$ cat src/rtl/game_pkg.sv
// rtl/game_pkg.sv - shared state encoding, tile codes and score helpers for the game state manager
package game_pkg;

  localparam int SCORE_W = 10;
  localparam logic [SCORE_W-1:0] SCORE_MAX = '1;

  typedef enum logic [2:0] {
    IDLE   = 3'd0,
    PLAY   = 3'd1,
    FREEZE = 3'd2,
    WON    = 3'd3,
    LOST   = 3'd4
  } game_state_t;

  typedef enum logic [1:0] {
    BACKGROUND = 2'b00,
    FLOOR      = 2'b01,
    GIFT       = 2'b10,
    HOLE       = 2'b11
  } tile_t;

  function automatic logic [SCORE_W-1:0] sat_add(input logic [SCORE_W-1:0] a,
                                                 input logic [SCORE_W-1:0] b);
    logic [SCORE_W:0] sum;
    sum = {1'b0, a} + {1'b0, b};
    return sum[SCORE_W] ? SCORE_MAX : sum[SCORE_W-1:0];
  endfunction

endpackage

$ cat src/rtl/frame_countdown.sv
// rtl/frame_countdown.sv - frame-based countdown used for the post-life-loss motion freeze
module frame_countdown #(
  parameter logic [7:0] FRAMES = 8'd30
) (
  input  logic clk,
  input  logic reset,
  input  logic load,
  input  logic en,
  input  logic startOfFrame,
  output logic done
);

  logic [7:0] count;

  always_ff @(posedge clk) begin
    if (reset) begin
      count <= 8'd0;
    end else if (load) begin
      count <= FRAMES;
    end else if (en && startOfFrame && (count != 8'd0)) begin
      count <= count - 8'd1;
    end
  end

  assign done = (count == 8'd0);

endmodule

$ cat src/rtl/game_state_manager.sv
// rtl/game_state_manager.sv - game FSM: gift counting, lives, freeze and win/lose handling
// Optional score register is built only when GAME_SCORE_EN is defined.
module game_state_manager
  import game_pkg::*;
#(
  parameter logic [5:0]         INIT_GIFTS    = 6'd10,
  parameter logic [1:0]         INIT_LIVES    = 2'd3,
  parameter logic [7:0]         FREEZE_FRAMES = 8'd30,
  parameter logic [SCORE_W-1:0] GIFT_POINTS   = 10'd5
) (
  input  logic               clk,
  input  logic               reset,
  input  logic               startOfFrame,
  input  logic               startKey,
  input  logic               WriteEn,
  input  logic               SingleHitPulse,
  input  logic               endgame,
  input  logic               victory,
  input  logic               lifeLost,
  output logic [5:0]         numOfGifts,
  output logic               showHole,
  output logic               motionEn,
  output logic [1:0]         lives,
  output logic [SCORE_W-1:0] score,
  output logic [2:0]         gameState
);

  game_state_t state, next_state;

  logic       start_prev, start_rise, in_play, reload;
  logic       gift_flag, flag_now, flag_d;
  logic       win, loss, gift_try, gift_take;
  logic       freeze_load, freeze_done;
  logic [5:0] gifts_d;
  logic [1:0] lives_d;
  logic [15:0] hit_count;

  assign start_rise  = startKey & ~start_prev;
  assign in_play     = (state == PLAY);
  assign reload      = start_rise & ((state == IDLE) | (state == WON) | (state == LOST));
  // startOfFrame opens a new frame in the same cycle, so a coincident WriteEn is the frame's first
  assign flag_now    = gift_flag & ~startOfFrame;
  assign win         = in_play & endgame & victory & showHole;
  assign loss        = in_play & ~win & (lifeLost | (endgame & ~showHole));
  assign gift_try    = in_play & ~win & ~loss & WriteEn & ~flag_now;
  assign gift_take   = gift_try & (numOfGifts != 6'd0);
  assign freeze_load = loss & (lives != 2'd1);

  always_ff @(posedge clk) begin
    if (reset) state <= IDLE;
    else       state <= next_state;
  end

  always_comb begin
    next_state = state;
    case (state)
      IDLE, WON, LOST: if (start_rise) next_state = PLAY;
      PLAY: begin
        if (win)       next_state = WON;
        else if (loss) next_state = (lives == 2'd1) ? LOST : FREEZE;
      end
      FREEZE:  if (freeze_done) next_state = PLAY;
      default: next_state = IDLE;
    endcase
  end

  always_comb begin
    gifts_d = numOfGifts;
    lives_d = lives;
    flag_d  = flag_now | gift_try;
    if (reload) begin
      gifts_d = INIT_GIFTS;
      lives_d = INIT_LIVES;
      flag_d  = 1'b0;
    end else begin
      if (gift_take) gifts_d = numOfGifts - 6'd1;
      if (loss)      lives_d = lives - 2'd1;
    end
  end

  always_ff @(posedge clk) begin
    if (reset) begin
      numOfGifts <= INIT_GIFTS;
      lives      <= INIT_LIVES;
      showHole   <= 1'b0;
      motionEn   <= 1'b0;
      gift_flag  <= 1'b0;
      start_prev <= 1'b1;
    end else begin
      numOfGifts <= gifts_d;
      lives      <= lives_d;
      showHole   <= (gifts_d == 6'd0);
      motionEn   <= (next_state == PLAY);
      gift_flag  <= flag_d;
      start_prev <= startKey;
    end
  end

  assign gameState = state;

`ifdef GAME_SCORE_EN
  logic [SCORE_W-1:0] score_q;

  always_ff @(posedge clk) begin
    if (reset || reload) score_q <= '0;
    else if (gift_take)  score_q <= sat_add(score_q, GIFT_POINTS);
  end

  assign score = score_q;
`else
  assign score = GIFT_POINTS & {SCORE_W{1'b0}};
`endif

  // Debug-only collision tally; not exported
  always_ff @(posedge clk) begin
    if (reset)               hit_count <= 16'd0;
    else if (SingleHitPulse) hit_count <= hit_count + 16'd1;
  end

  frame_countdown #(
    .FRAMES(FREEZE_FRAMES)
  ) u_freeze (
    .clk         (clk),
    .reset       (reset),
    .load        (freeze_load),
    .en          (state == FREEZE),
    .startOfFrame(startOfFrame),
    .done        (freeze_done)
  );

endmodule

$ cat config.mk
export PLATFORM = sky130hd
export DESIGN_NAME = game_state_manager
export DESIGN_NICKNAME = d
export VERILOG_FILES = /design/src/rtl/game_pkg.sv /design/src/rtl/frame_countdown.sv /design/src/rtl/game_state_manager.sv
export SDC_FILE = /design/constraint.sdc
export NUM_CORES = 1
export LEC_CHECK = 0
export ABC_AREA = 0
export CAP_MARGIN = 20
export CORE_ASPECT_RATIO = 0.9
export CORE_MARGIN = 2
export CORE_UTILIZATION = 30
export CTS_BUF_LIST = sky130_fd_sc_hd__clkbuf_4 sky130_fd_sc_hd__clkbuf_8 sky130_fd_sc_hd__clkbuf_16
export DETAILED_ROUTE_END_ITERATION = 8
export GPL_ROUTABILITY_DRIVEN = 0
export PLACE_DENSITY = 0.49
export SYNTH_ARGS = -nofsm -noshare
export SYNTH_HDL_FRONTEND = slang
export SYNTH_SLANG_ARGS = --single-unit
$ cat constraint.sdc
create_clock -name clk -period 2.45 [get_ports clk]
set_clock_uncertainty 0.2 [all_clocks]
set_input_delay 0.245 -clock clk [delete_from_list [all_inputs] [get_ports clk]]
set_output_delay 0.245 -clock clk [all_outputs]
set_load 0.005 [all_outputs]
==> results of run 1 <==
## layout by cell type, fill, tap and decap left out, types with 2 or more instances in the layout
master / n
sky130_fd_sc_hd__and2_1: 2
sky130_fd_sc_hd__and3_4: 2
sky130_fd_sc_hd__ha_1: 5
sky130_fd_sc_hd__or2_2: 3
sky130_fd_sc_hd__o21ai_0: 5
sky130_fd_sc_hd__nand2b_1: 3
sky130_fd_sc_hd__or2_1: 2
sky130_fd_sc_hd__inv_1: 11
sky130_fd_sc_hd__nand3b_1: 2
sky130_fd_sc_hd__nor2_1: 18
sky130_fd_sc_hd__nand2_1: 8
sky130_fd_sc_hd__nor3_4: 2
sky130_fd_sc_hd__clkbuf_8: 3
sky130_fd_sc_hd__nand4_1: 4
sky130_fd_sc_hd__a21oi_1: 12
sky130_fd_sc_hd__mux2i_1: 2
sky130_fd_sc_hd__a31oi_1: 3
sky130_fd_sc_hd__conb_1: 10
sky130_fd_sc_hd__nor3_1: 3
sky130_fd_sc_hd__xor2_1: 7
sky130_fd_sc_hd__buf_4: 3
sky130_fd_sc_hd__dfxtp_1: 23
sky130_fd_sc_hd__clkdlybuf4s50_1: 20
sky130_fd_sc_hd__xnor2_1: 3
sky130_fd_sc_hd__nor2b_1: 4
sky130_fd_sc_hd__nand3_1: 4
## layer usage
metal	share of wire [%]	up-vias	global-route usage, %
met2	44	21	18.42
met3	3.8	2	3.125
li1	-	581	-
met4	0.54	0	2.727
met5	0	-	0
met1	52	499	15.80
## cells by family after synthesis
logic type / share of synthesized area, %
and+or+nand+nor: 30.93
AOI/OAI and AO/OA: 13.73
buffers and inverters: 9.359
DFF: 32.80
xor gates and xnor gates: 6.239
adders and majority gates: 4.456
muxes: 2.228
other: 0.2671
## power by group through the flow
| stage | clock network [mW] | registers, mW | logic [mW] |
|---|---|---|---|
| 2_1_floorplan | 0 | 0.414 | 0.107 |
| 3_3_place_gp | 0 | 0.417 | 0.145 |
| 3_5_place_dp | 0 | 0.416 | 0.146 |
| 4_1_cts | 0.248 | 0.408 | 0.147 |
| 5_1_grt | 0.266 | 0.410 | 0.164 |
| 6_report | 0.241 | 0.408 | 0.146 |
## final cells by class
cell class | count | area (um^2) | share of cell area, %
Clock inverter | 1 | 5.005 | 0.2954
Multi-Input combinational cell | 124 | 845.8 | 49.93
Sequential cell | 23 | 460.4 | 27.18
Inverter | 11 | 41.29 | 2.437
Timing Repair Buffer | 23 | 222.7 | 13.15
Tap cell | 62 | 77.57 | 4.579
Clock buffer | 3 | 41.29 | 2.437
## final timing paths
check,from,to,slack (ps),cells after the start
max,numOfGifts[1],showHole,350,7
max reg2reg,numOfGifts[1],showHole,350,7
min,u_freeze.count[7],u_freeze.count[7],330,2
min reg2reg,u_freeze.count[7],u_freeze.count[7],330,2
## through the flow
| step | instance area [um^2] | hold WS [ps] | instances | power [mW] |
|---|---|---|---|---|
| 2_1_floorplan | 1438 | 151.6 | 171 | 0.5207 |
| 3_3_place_gp | 1648 | 306.2 | 243 | 0.5616 |
| 3_5_place_dp | 1648 | 308.1 | 243 | 0.5623 |
| 4_1_cts | 1694 | 330.0 | 247 | 0.8031 |
| 6_report | 1694 | 330.0 | 247 | 0.7943 |
| 5_1_grt | 1694 | 360.5 | 247 | 0.8400 |
## state kept, by name (all words and copies together) (netlist names)
register	count
gameState	3
gift_flag	1
lives	2
motionEn	1
numOfGifts	6
showHole	1
start_prev	1
u_freeze.count	8
## worst max-delay path, delay by kind of cell (launching register included)
family	cells	cell delay [ps]
and+or+nand+nor	3	660
adders and majority gates	1	180
AOI/OAI and AO/OA	2	450
DFF	1	420
buffers and inverters	1	100
==> results.py, run 1 <==
metrics = {
    "clock_tree": {
        "tritoncts.num_buffers": 3,
        "cts_tree": "built",
        "clk_pin_slew_worst_paths_ps": 90,
        "post_cts_resized": 0,
        "worstSkewPairLatency_ps": 260,
        "post-cts-setup-buffers": 0,
        "root_buffer": "sky130_fd_sc_hd__clkbuf_8",
        "clock_sink_count": 23,
        "clockBufferDepth": 2,
        "h-tree-depth": 1,
        "cts-hold-fix-buffers": 0,
    },
    "global_routing": {
        "grt_start_max_net_pins": 14,
        "first_pass_grt_wire_length_um": 4816,
        "grt_remaining_overflow": 0,
        "initial_antenna_violation_count": 0,
        "grt_usage_pct": 11.56,
        "vias_in_the_first_global_route": 1024,
    },
    "synthesis": {
        "post_synth_main_area_contributors": "sky130_fd_sc_hd__dfxtp_1 (33%), sky130_fd_sc_hd__buf_4 (5.9%), sky130_fd_sc_hd__nor2_1 (4.8%)",
        "yosys_reg_bits": 23,
        "post_syn_instances": 162,
        "async_reset_ff_share_pct": 0,
        "synth.yosys.seq_area_share_pct": 32.80,
        "yosys_warnings": 0,
        "unique_masters_post_synth": 45,
        "syn-mean-instance-area_um2": 8.666,
        "synth_common_cells": "sky130_fd_sc_hd__dfxtp_1 (23), sky130_fd_sc_hd__nor2_1 (18), sky130_fd_sc_hd__a21oi_1 (12)",
        "post-synth-top-count-cell": "sky130_fd_sc_hd__dfxtp_1",
        "synth.top_cell.area_share_pct": 32.80,
        "synth_edf_count": 0,
        "library_cell_with_the_largest_summed_area_after_synthesis": "sky130_fd_sc_hd__dfxtp_1",
        "synthFlopType": "sky130_fd_sc_hd__dfxtp_1",
        "syn-cell-area_mm2": 0.001404,
    },
    "floorplan": {
        "die_y_um": 68.90,
        "design.die.area_mm2": 0.005243,
        "coreArea_mm2": 0.004489,
        "boundaryPins": 32,
        "core.rowCount": 23,
        "die_width_um": 76.11,
        "initial_utilization_pct": 31.27,
    },
    "place": {
        "dp_hpwl_um": 2258,
        "detailedPlace.worstSlack_ps": 177.1,
        "port_buffers": 20,
    },
    "worst_setup_path": {
        "critical_path.max_stage_delay_ps": 420,
        "critPathArrivalTime_ps": 2080,
        "path_cells": "inv_1 -> ha_1 -> nor2b_1 -> a2111oi_4 -> a31oi_1 -> nand3b_1 -> nor4b_2",
        "crit_path_max_fanout": 4,
        "setup.worst_path.end_class": "register",
        "required_ps": 2430,
        "critical_path.slowest_cell": "sky130_fd_sc_hd__dfxtp_1",
        "path_type_of_the_worst_setup_path": "register to register",
        "crit_path_start_kind": "register",
    },
    "pwr": {
        "power.internal_mw": 0.5742,
        "net_switching_power_of_the_design_mw": 0.2201,
        "combPwrFrac_pct": 18.4,
        "switching_share_pct": 27.71,
        "max-vdd-ir-drop_v": 0.0003075,
        "power_leakage_nw": 0.6359,
        "power.clock.fraction_pct": 30.3,
        "power_per_cell_area_mw_per_mm2": 468.8,
        "sequentialPowerShare_pct": 51.3,
    },
    "layout": {
        "area_growth_from_synthesis_to_final_layout_pct": 20.68,
        "final.fill_count": 488,
        "antenna-diode-count": 0,
        "layout.nets": 200,
        "utilization_pct": 37.74,
        "final_layout_size_suffix_gt1_share_pct": 12.97,
    },
    "route": {
        "drt-wirelength-per-cell_um": 11.92,
        "detail_route.iter0.violations": 46,
        "totalWireLength_um": 2944,
        "first_pass_iters": 4,
        "avgViaCountPerCell": 4.466,
        "antenna_violating_nets_post_route": 0,
        "drc": 0,
        "vias_after_detailed_routing": 1103,
    },
    "timing": {
        "report.final.hold_viol_count": 0,
        "final_critical_path_setup_slack_ps": 351.0,
        "final.setup.tns_ps": 0,
        "finalSetupViolations": 0,
        "fmaxAchievable_mhz": 476.4,
        "maxSlewViolCount": 0,
        "setup_repair_after_global_routing_missed_its_margin": "no",
        "period_needed_ps": 2099,
        "timing.final.crit_share_pct": 85.67,
    },
    "flow_run": {
        "max_cap_violations": 0,
    },
    "run_status": {
        "status": "finished, final reports clean",
    },
    "min_path": {
        "min-delay-path-class": "register to register",
    },
}
No activity file was read; power rests on OpenSTA's default activity.
==> run 2, diff against run 1 <==
- CTS_CLUSTER_SIZE: default -> 24
==> results of run 2 <==
The final DEF is identical to that of run 1; final timing and power are the same.
